**src/rtl/ahb_mem_slave_responder_if.sv**
```systemverilog
// AHB-Lite bus bundle between a master/decoder and one memory-backed responder.
interface ahb_mem_slave_responder_if #(
   parameter int ADDR_WIDTH = 32,
   parameter int DATA_WIDTH = 32
);
   logic                  hsel;
   logic [ADDR_WIDTH-1:0] haddr;
   logic [1:0]            htrans;
   logic                  hwrite;
   logic [2:0]            hsize;
   logic [2:0]            hburst;
   logic [DATA_WIDTH-1:0] hwdata;
   logic                  hready;
   logic                  hreadyout;
   logic [1:0]            hresp;
   logic [DATA_WIDTH-1:0] hrdata;

   modport master (
      output hsel, haddr, htrans, hwrite, hsize, hburst, hwdata, hready,
      input  hreadyout, hresp, hrdata
   );

   modport slave (
      input  hsel, haddr, htrans, hwrite, hsize, hburst, hwdata, hready,
      output hreadyout, hresp, hrdata
   );
endinterface

```
**src/rtl/ahb_mem_slave_responder.sv**
```systemverilog
// AHB-Lite responder over a word-addressed memory: programmable wait states,
// two-cycle ERROR on bad size/alignment/range, byte-lane writes, full-word reads.
module ahb_mem_slave_responder #(
   parameter int ADDR_WIDTH  = 32,
   parameter int DATA_WIDTH  = 32,
   parameter int MEM_WORDS   = 64,
   parameter int WAIT_STATES = 0
) (
   input logic                      hclk,
   input logic                      hreset,
   ahb_mem_slave_responder_if.slave bus
);
   localparam int IDX_W = (MEM_WORDS > 1) ? $clog2(MEM_WORDS) : 1;

   typedef enum logic [2:0] {S_IDLE, S_WAIT, S_DATA, S_ERR1, S_ERR2} state_t;

   typedef struct packed {
      logic [IDX_W+1:0] addr;
      logic             write;
      logic [1:0]       size;
   } req_t;

   state_t                state_q, state_d;
   req_t                  req_q;
   logic [3:0]            cnt_q;
   logic [DATA_WIDTH-1:0] mem [MEM_WORDS];

   logic        can_accept, accept, bad_req, oob;
   logic [29:0] off;
   logic [3:0]  be;
   logic        rdy;
   logic        err;
   logic [DATA_WIDTH-1:0] rdata;

   logic unused_bits;
   assign unused_bits = ^{bus.haddr[ADDR_WIDTH-1:30], bus.hburst};

   // Only states that present hreadyout=1 close an address phase.
   assign can_accept = (state_q == S_IDLE) || (state_q == S_DATA) || (state_q == S_ERR2);
   assign accept     = can_accept && bus.hsel && bus.hready && bus.htrans[1];

   assign off     = bus.haddr[29:0];
   assign oob     = (32'(off) >= 32'(MEM_WORDS * 4));
   assign bad_req = (bus.hsize > 3'd2)
                 || ((bus.hsize == 3'd1) && bus.haddr[0])
                 || ((bus.hsize == 3'd2) && (bus.haddr[1:0] != 2'b00))
                 || oob;

   always_ff @(posedge hclk or posedge hreset) begin
      if (hreset) begin
         state_q <= S_IDLE;
         req_q   <= '0;
         cnt_q   <= '0;
      end else begin
         state_q <= state_d;
         if (accept) begin
            req_q.addr  <= bus.haddr[IDX_W+1:0];
            req_q.write <= bus.hwrite;
            req_q.size  <= bus.hsize[1:0];
            cnt_q       <= 4'(WAIT_STATES);
         end else if (state_q == S_WAIT) begin
            cnt_q <= cnt_q - 4'd1;
         end
      end
   end

   always_comb begin
      state_d = state_q;
      case (state_q)
         S_WAIT: if (cnt_q <= 4'd1) state_d = S_DATA;
         S_ERR1: state_d = S_ERR2;
         default: begin
            if (accept) begin
               if (bad_req)              state_d = S_ERR1;
               else if (WAIT_STATES > 0) state_d = S_WAIT;
               else                      state_d = S_DATA;
            end else begin
               state_d = S_IDLE;
            end
         end
      endcase
   end

   always_comb begin
      rdy   = 1'b1;
      err   = 1'b0;
      rdata = '0;
      case (state_q)
         S_WAIT: rdy = 1'b0;
         S_ERR1: begin rdy = 1'b0; err = 1'b1; end
         S_ERR2: err = 1'b1;
         S_DATA: if (!req_q.write) rdata = mem[req_q.addr[IDX_W+1:2]];
         default: ;
      endcase
   end

   assign bus.hreadyout = rdy;
   assign bus.hresp     = {1'b0, err};
   assign bus.hrdata    = rdata;

   // Lane enables follow AHB little-endian byte placement on hwdata.
   always_comb begin
      case (req_q.size)
         2'd0:    be = 4'b0001 << req_q.addr[1:0];
         2'd1:    be = req_q.addr[1] ? 4'b1100 : 4'b0011;
         default: be = 4'b1111;
      endcase
   end

   // Memory is deliberately not reset; a write commits at the edge closing DATA.
   always_ff @(posedge hclk) begin
      if (!hreset && (state_q == S_DATA) && req_q.write) begin
         for (int b = 0; b < 4; b++)
            if (be[b]) mem[req_q.addr[IDX_W+1:2]][8*b +: 8] <= bus.hwdata[8*b +: 8];
      end
   end
endmodule

```
**src/flat_wrapper.sv**
```systemverilog
// flat-port wrapper written by rule: the top's interface ports become plain ports
module ahb_mem_slave_responder_flat 
#(
   parameter int ADDR_WIDTH  = 32,
   parameter int DATA_WIDTH  = 32,
   parameter int MEM_WORDS   = 64,
   parameter int WAIT_STATES = 0
)
  (hclk, hreset, bus_hsel, bus_haddr, bus_htrans, bus_hwrite, bus_hsize, bus_hburst, bus_hwdata, bus_hready, bus_hreadyout, bus_hresp, bus_hrdata);
  ahb_mem_slave_responder_if #(.ADDR_WIDTH(ADDR_WIDTH), .DATA_WIDTH(DATA_WIDTH)) bus_i ();
  input logic hclk;
  input logic hreset;
  input wire logic [$bits(bus_i.hsel)-1:0] bus_hsel;
  input wire logic [$bits(bus_i.haddr)-1:0] bus_haddr;
  input wire logic [$bits(bus_i.htrans)-1:0] bus_htrans;
  input wire logic [$bits(bus_i.hwrite)-1:0] bus_hwrite;
  input wire logic [$bits(bus_i.hsize)-1:0] bus_hsize;
  input wire logic [$bits(bus_i.hburst)-1:0] bus_hburst;
  input wire logic [$bits(bus_i.hwdata)-1:0] bus_hwdata;
  input wire logic [$bits(bus_i.hready)-1:0] bus_hready;
  output wire logic [$bits(bus_i.hreadyout)-1:0] bus_hreadyout;
  output wire logic [$bits(bus_i.hresp)-1:0] bus_hresp;
  output wire logic [$bits(bus_i.hrdata)-1:0] bus_hrdata;
  assign bus_i.hsel = bus_hsel;
  assign bus_i.haddr = bus_haddr;
  assign bus_i.htrans = bus_htrans;
  assign bus_i.hwrite = bus_hwrite;
  assign bus_i.hsize = bus_hsize;
  assign bus_i.hburst = bus_hburst;
  assign bus_i.hwdata = bus_hwdata;
  assign bus_i.hready = bus_hready;
  assign bus_hreadyout = bus_i.hreadyout;
  assign bus_hresp = bus_i.hresp;
  assign bus_hrdata = bus_i.hrdata;
  ahb_mem_slave_responder #(.ADDR_WIDTH(ADDR_WIDTH), .DATA_WIDTH(DATA_WIDTH), .MEM_WORDS(MEM_WORDS), .WAIT_STATES(WAIT_STATES)) u_core (.hclk(hclk), .hreset(hreset), .bus(bus_i));
endmodule
```
**config.mk**
```make
export PLATFORM = sky130hd
export DESIGN_NAME = ahb_mem_slave_responder_flat
export DESIGN_NICKNAME = d
export VERILOG_FILES = /design/src/rtl/ahb_mem_slave_responder_if.sv /design/src/rtl/ahb_mem_slave_responder.sv /design/src/flat_wrapper.sv
export SDC_FILE = /design/constraint.sdc
export NUM_CORES = 2
export LEC_CHECK = 0
export ABC_AREA = 1
export CORE_MARGIN = 10
export CORE_UTILIZATION = 25
export DETAILED_ROUTE_END_ITERATION = 8
export GPL_TIMING_DRIVEN = 0
export SYNTH_ARGS = -nofsm -noshare
export SYNTH_HDL_FRONTEND = slang
export SYNTH_SLANG_ARGS = --single-unit
```
**constraint.sdc**
```tcl
create_clock -name hclk -period 4.45 [get_ports hclk]
set_input_delay 0.6675 -clock hclk [delete_from_list [all_inputs] [get_ports hclk]]
set_output_delay 0.6675 -clock hclk [all_outputs]
set_load 0.03 [all_outputs]
```
==> flow_summary.toml <==
[status]
status = "complete, but fails checks"
violations = "capacitance limit, slew limit, setup timing"

[clock_tree]
cts.sinks = 2066
ctsHtreeMaxLevel = 4
clk_latency_ns = 0.93
cts_tree = "built"
hold_buffers = 0
max-clock-path-buffers = 4
clk_root_buffer_cell = "clkbuf_16"
cts_made_buffers = 216
clk_pin_slew_worst_paths_ns = 0.06

[critical_path]
critPathTopFamily = "buffers and inverters"
cp-start-kind = "flip-flop"
path_cells = "inv_1 > nor3_4 > clkbuf_4 > o21ai_4 > nand2_1 > nor2_4 > a21oi_1 > clkdlybuf4s15_2"
crit_buf_inv = 3
cpPeakStageDelay_ns = 0.59
cp_slowest_cell = "dfrtp_1"
arrival_ns = 3.83
critPathKind = "flip-flop to output pin"
end_kind = "output pin"
cp_data_required_time_ns = 3.78
worst-path-max-fanout = 10
ff2ff_setup_slack_ns = 0.04

[yosys]
synth_fp_nets = 8619
synth.distinct_cells = 25
ys.warnings.count = 0
syn_inst = 8540
synth.avg_cell_area_um2 = 10.4
ys_ff_latch = 2066
seq_area_frac_synth_pct = 69.6
synth_area_mm2 = 0.0889

[sta]
drv_slew = 9
hold_violations = 0
rsz0062_at_grt = "yes"
clock.fmax_mhz = 222
finalClockSkew_ns = 0.128
slew_headroom_pct = -10.0
post-route-min-period_ns = 4.50
worst_slack_ns = -0.0470
setup_viol = 8
holdWs_ns = 0.225
post-route-period-util_pct = 101
tightest_slew_ns = 1.64

[pwr]
p_per_area_mw_per_mm2 = 562
power.total_mw = 59.1
peakVddDrop_mv = 0.447
power.leakage_nw = 43.0

[floorplanning]
die_y_um = 616
core_mm2 = 0.353
die_width_um = 616
ios = 112
start_util_pct = 25.2
rows = 218
die-area_mm2 = 0.380

[layout]
drive_above_1_share_pct = 12.3
fin_nets = 8984
area_growth_pct = 18.2

[routing]
drc_errors = 0
finalWirelength_um = 320000
ant_nets = 0
routedWlPerCell_um = 23.1
vias_per_cell = 4.53
first_pass_iters = 8
drtIter0Drc = 8742
vias = 62596

[global_routing]
grt_usage_pct = 16.0
grt_pass1_wl_um = 437000
grt_max_degree = 65
grt_pass1_vias = 58117
grt.overflow.total = 0
antenna_found_initial = 38

[placed_design]
dpl.hpwl_um = 230000
gp_congestion = 0.969
port_buffers = 104

[run]
drv_cap = 1

[worst_hold_path]
hold_path_class = "input pin to flip-flop"
-- sequential cells by signal, indices dropped and copies added, names as in the netlist --
name,flops
u_core.cnt_q,4
u_core.mem,2048
u_core.req_q,11
u_core.state_q,3
-- per-stage QoR --
| step | setup slack (ns) | setup TNS [ns] | area, um^2 | util [%] | cells |
|---|---|---|---|---|---|
| CTS | -0.0298 | -0.0914 | 105000 | 29.7 | 13799 |
| finish | -0.0470 | -0.192 | 105000 | 29.8 | 13829 |
| floorplan | 1.90 | 0 | 88900 | - | 8540 |
| global route | -0.0119 | -0.0207 | 105000 | 29.7 | 13819 |
| global placement | -1.69 | -261.77 | 95900 | 27.1 | 13374 |
| detailed placement | -1.70 | -246.71 | 96400 | 27.3 | 13407 |
-- layout by cell type, fill, tap and decap left out, types with 106 or more instances in the layout --
cell type and n:
nor2_1 480, inv_1 1618, nand3_1 865, clkbuf_16 221, nand2_1 2333, o21ai_0 149
or2_2 224, buf_2 118, edfxtp_1 2048, clkbuf_1 106, o21ai_1 147
-- repair_timing --
action,4_1_cts,5_1_grt
setup endpoints to repair,614,31
resized for setup,656,59
setup buffers,8,2
pin swaps,10,7
-- where the power goes --
part	switching, mW	internal, mW	total (mW)
logic	14.7	4.75	19.5
registers	0.108	21.5	21.6
clock network	7.67	10.4	18.0
-- per-layer routing --
metal | global-route usage [%] | up-vias | routed length, um
li1 | - | 28133 | -
met4 | 10.4 | 14 | 23600
met5 | 0 | - | 231
met1 | 19.4 | 29907 | 116000
met3 | 4.65 | 833 | 38800
met2 | 24.9 | 3709 | 141000
-- layout make-up --
| type | count | area (um^2) |
|---|---|---|
| Antenna cell | 28 | 70.1 |
| Buffer | 402 | 2570 |
| Clock buffer | 265 | 5700 |
| Clock inverter | 119 | 1170 |
| Fill cell | 36082 | 248000 |
| Inverter | 1624 | 6110 |
| Multi-Input combinational cell | 4448 | 20000 |
| Sequential cell | 2066 | 62000 |
| Tap cell | 4730 | 5920 |
| Timing Repair Buffer | 147 | 1660 |
-- worst register-to-register path: stages, from the launching register on --
cell and delay [ns]:
dfrtp_2 0.49, inv_2 0.08, nor2_4 0.13, buf_12 0.16, buf_4 0.33, buf_2 0.40, inv_2 0.08, nor2_2 0.59
nand2_1 0.41, nor2_1 1.33
-- synth_stat cells --
| cell type | instances | area (um^2) |
|---|---|---|
| or2_2 | 224 | 1400 |
| inv_2 | 6 | 22.5 |
| nor2_2 | 9 | 56.3 |
| inv_1 | 1618 | 6070 |
| o21ai_1 | 157 | 786 |
| ha_1 | 2 | 25.0 |
| o22ai_1 | 1 | 6.26 |
| buf_1 | 15 | 56.3 |
| buf_4 | 9 | 67.6 |
| and3_1 | 1 | 6.26 |
| dfrtp_1 | 18 | 450 |
| nand3_1 | 865 | 4330 |
| xor2_1 | 1 | 8.76 |
| clkbuf_1 | 197 | 739 |
| nand2_1 | 2364 | 8870 |
| edfxtp_1 | 2048 | 61500 |
| a21oi_1 | 36 | 180 |
| o21ai_0 | 179 | 896 |
| nor2_1 | 523 | 1960 |
| buf_2 | 181 | 906 |
| nor3_1 | 12 | 60.1 |
| conb_1 | 1 | 3.75 |
| o211ai_1 | 66 | 495 |
| nor4_1 | 5 | 31.3 |
| nand4_1 | 2 | 12.5 |
-- cells by family after synthesis --
logic type | share of synthesized area (%)
AOI/OAI and AO/OA | 2.66
xor gates and xnor gates | 0.00985
adders and majority gates | 0.0281
buffers and inverters | 8.84
DFF | 69.6
other | 0.00422
and+or+nand+nor | 18.8
-- path summary, 6_finish.rpt --
path	endpoint	cells past startpoint	from
max	bus_hrdata[18]	8	u_core.req_q[8]$_DFFE_PP0N_
min	u_core.mem[43][8]$_DFFE_PP_	1	bus_hwdata[8]
max reg2reg	u_core.mem[44][1]$_DFFE_PP_	9	u_core.req_q[7]$_DFFE_PP0N_
min reg2reg	u_core.cnt_q[1]$_DFFE_PP0P_	2	u_core.cnt_q[1]$_DFFE_PP0P_
max in group asynchronous	u_core.req_q[6]$_DFFE_PP0N_	2	hreset
min in group asynchronous	u_core.req_q[10]$_DFFE_PP0N_	2	hreset
Note: power is estimated with default switching activity, not from simulation.
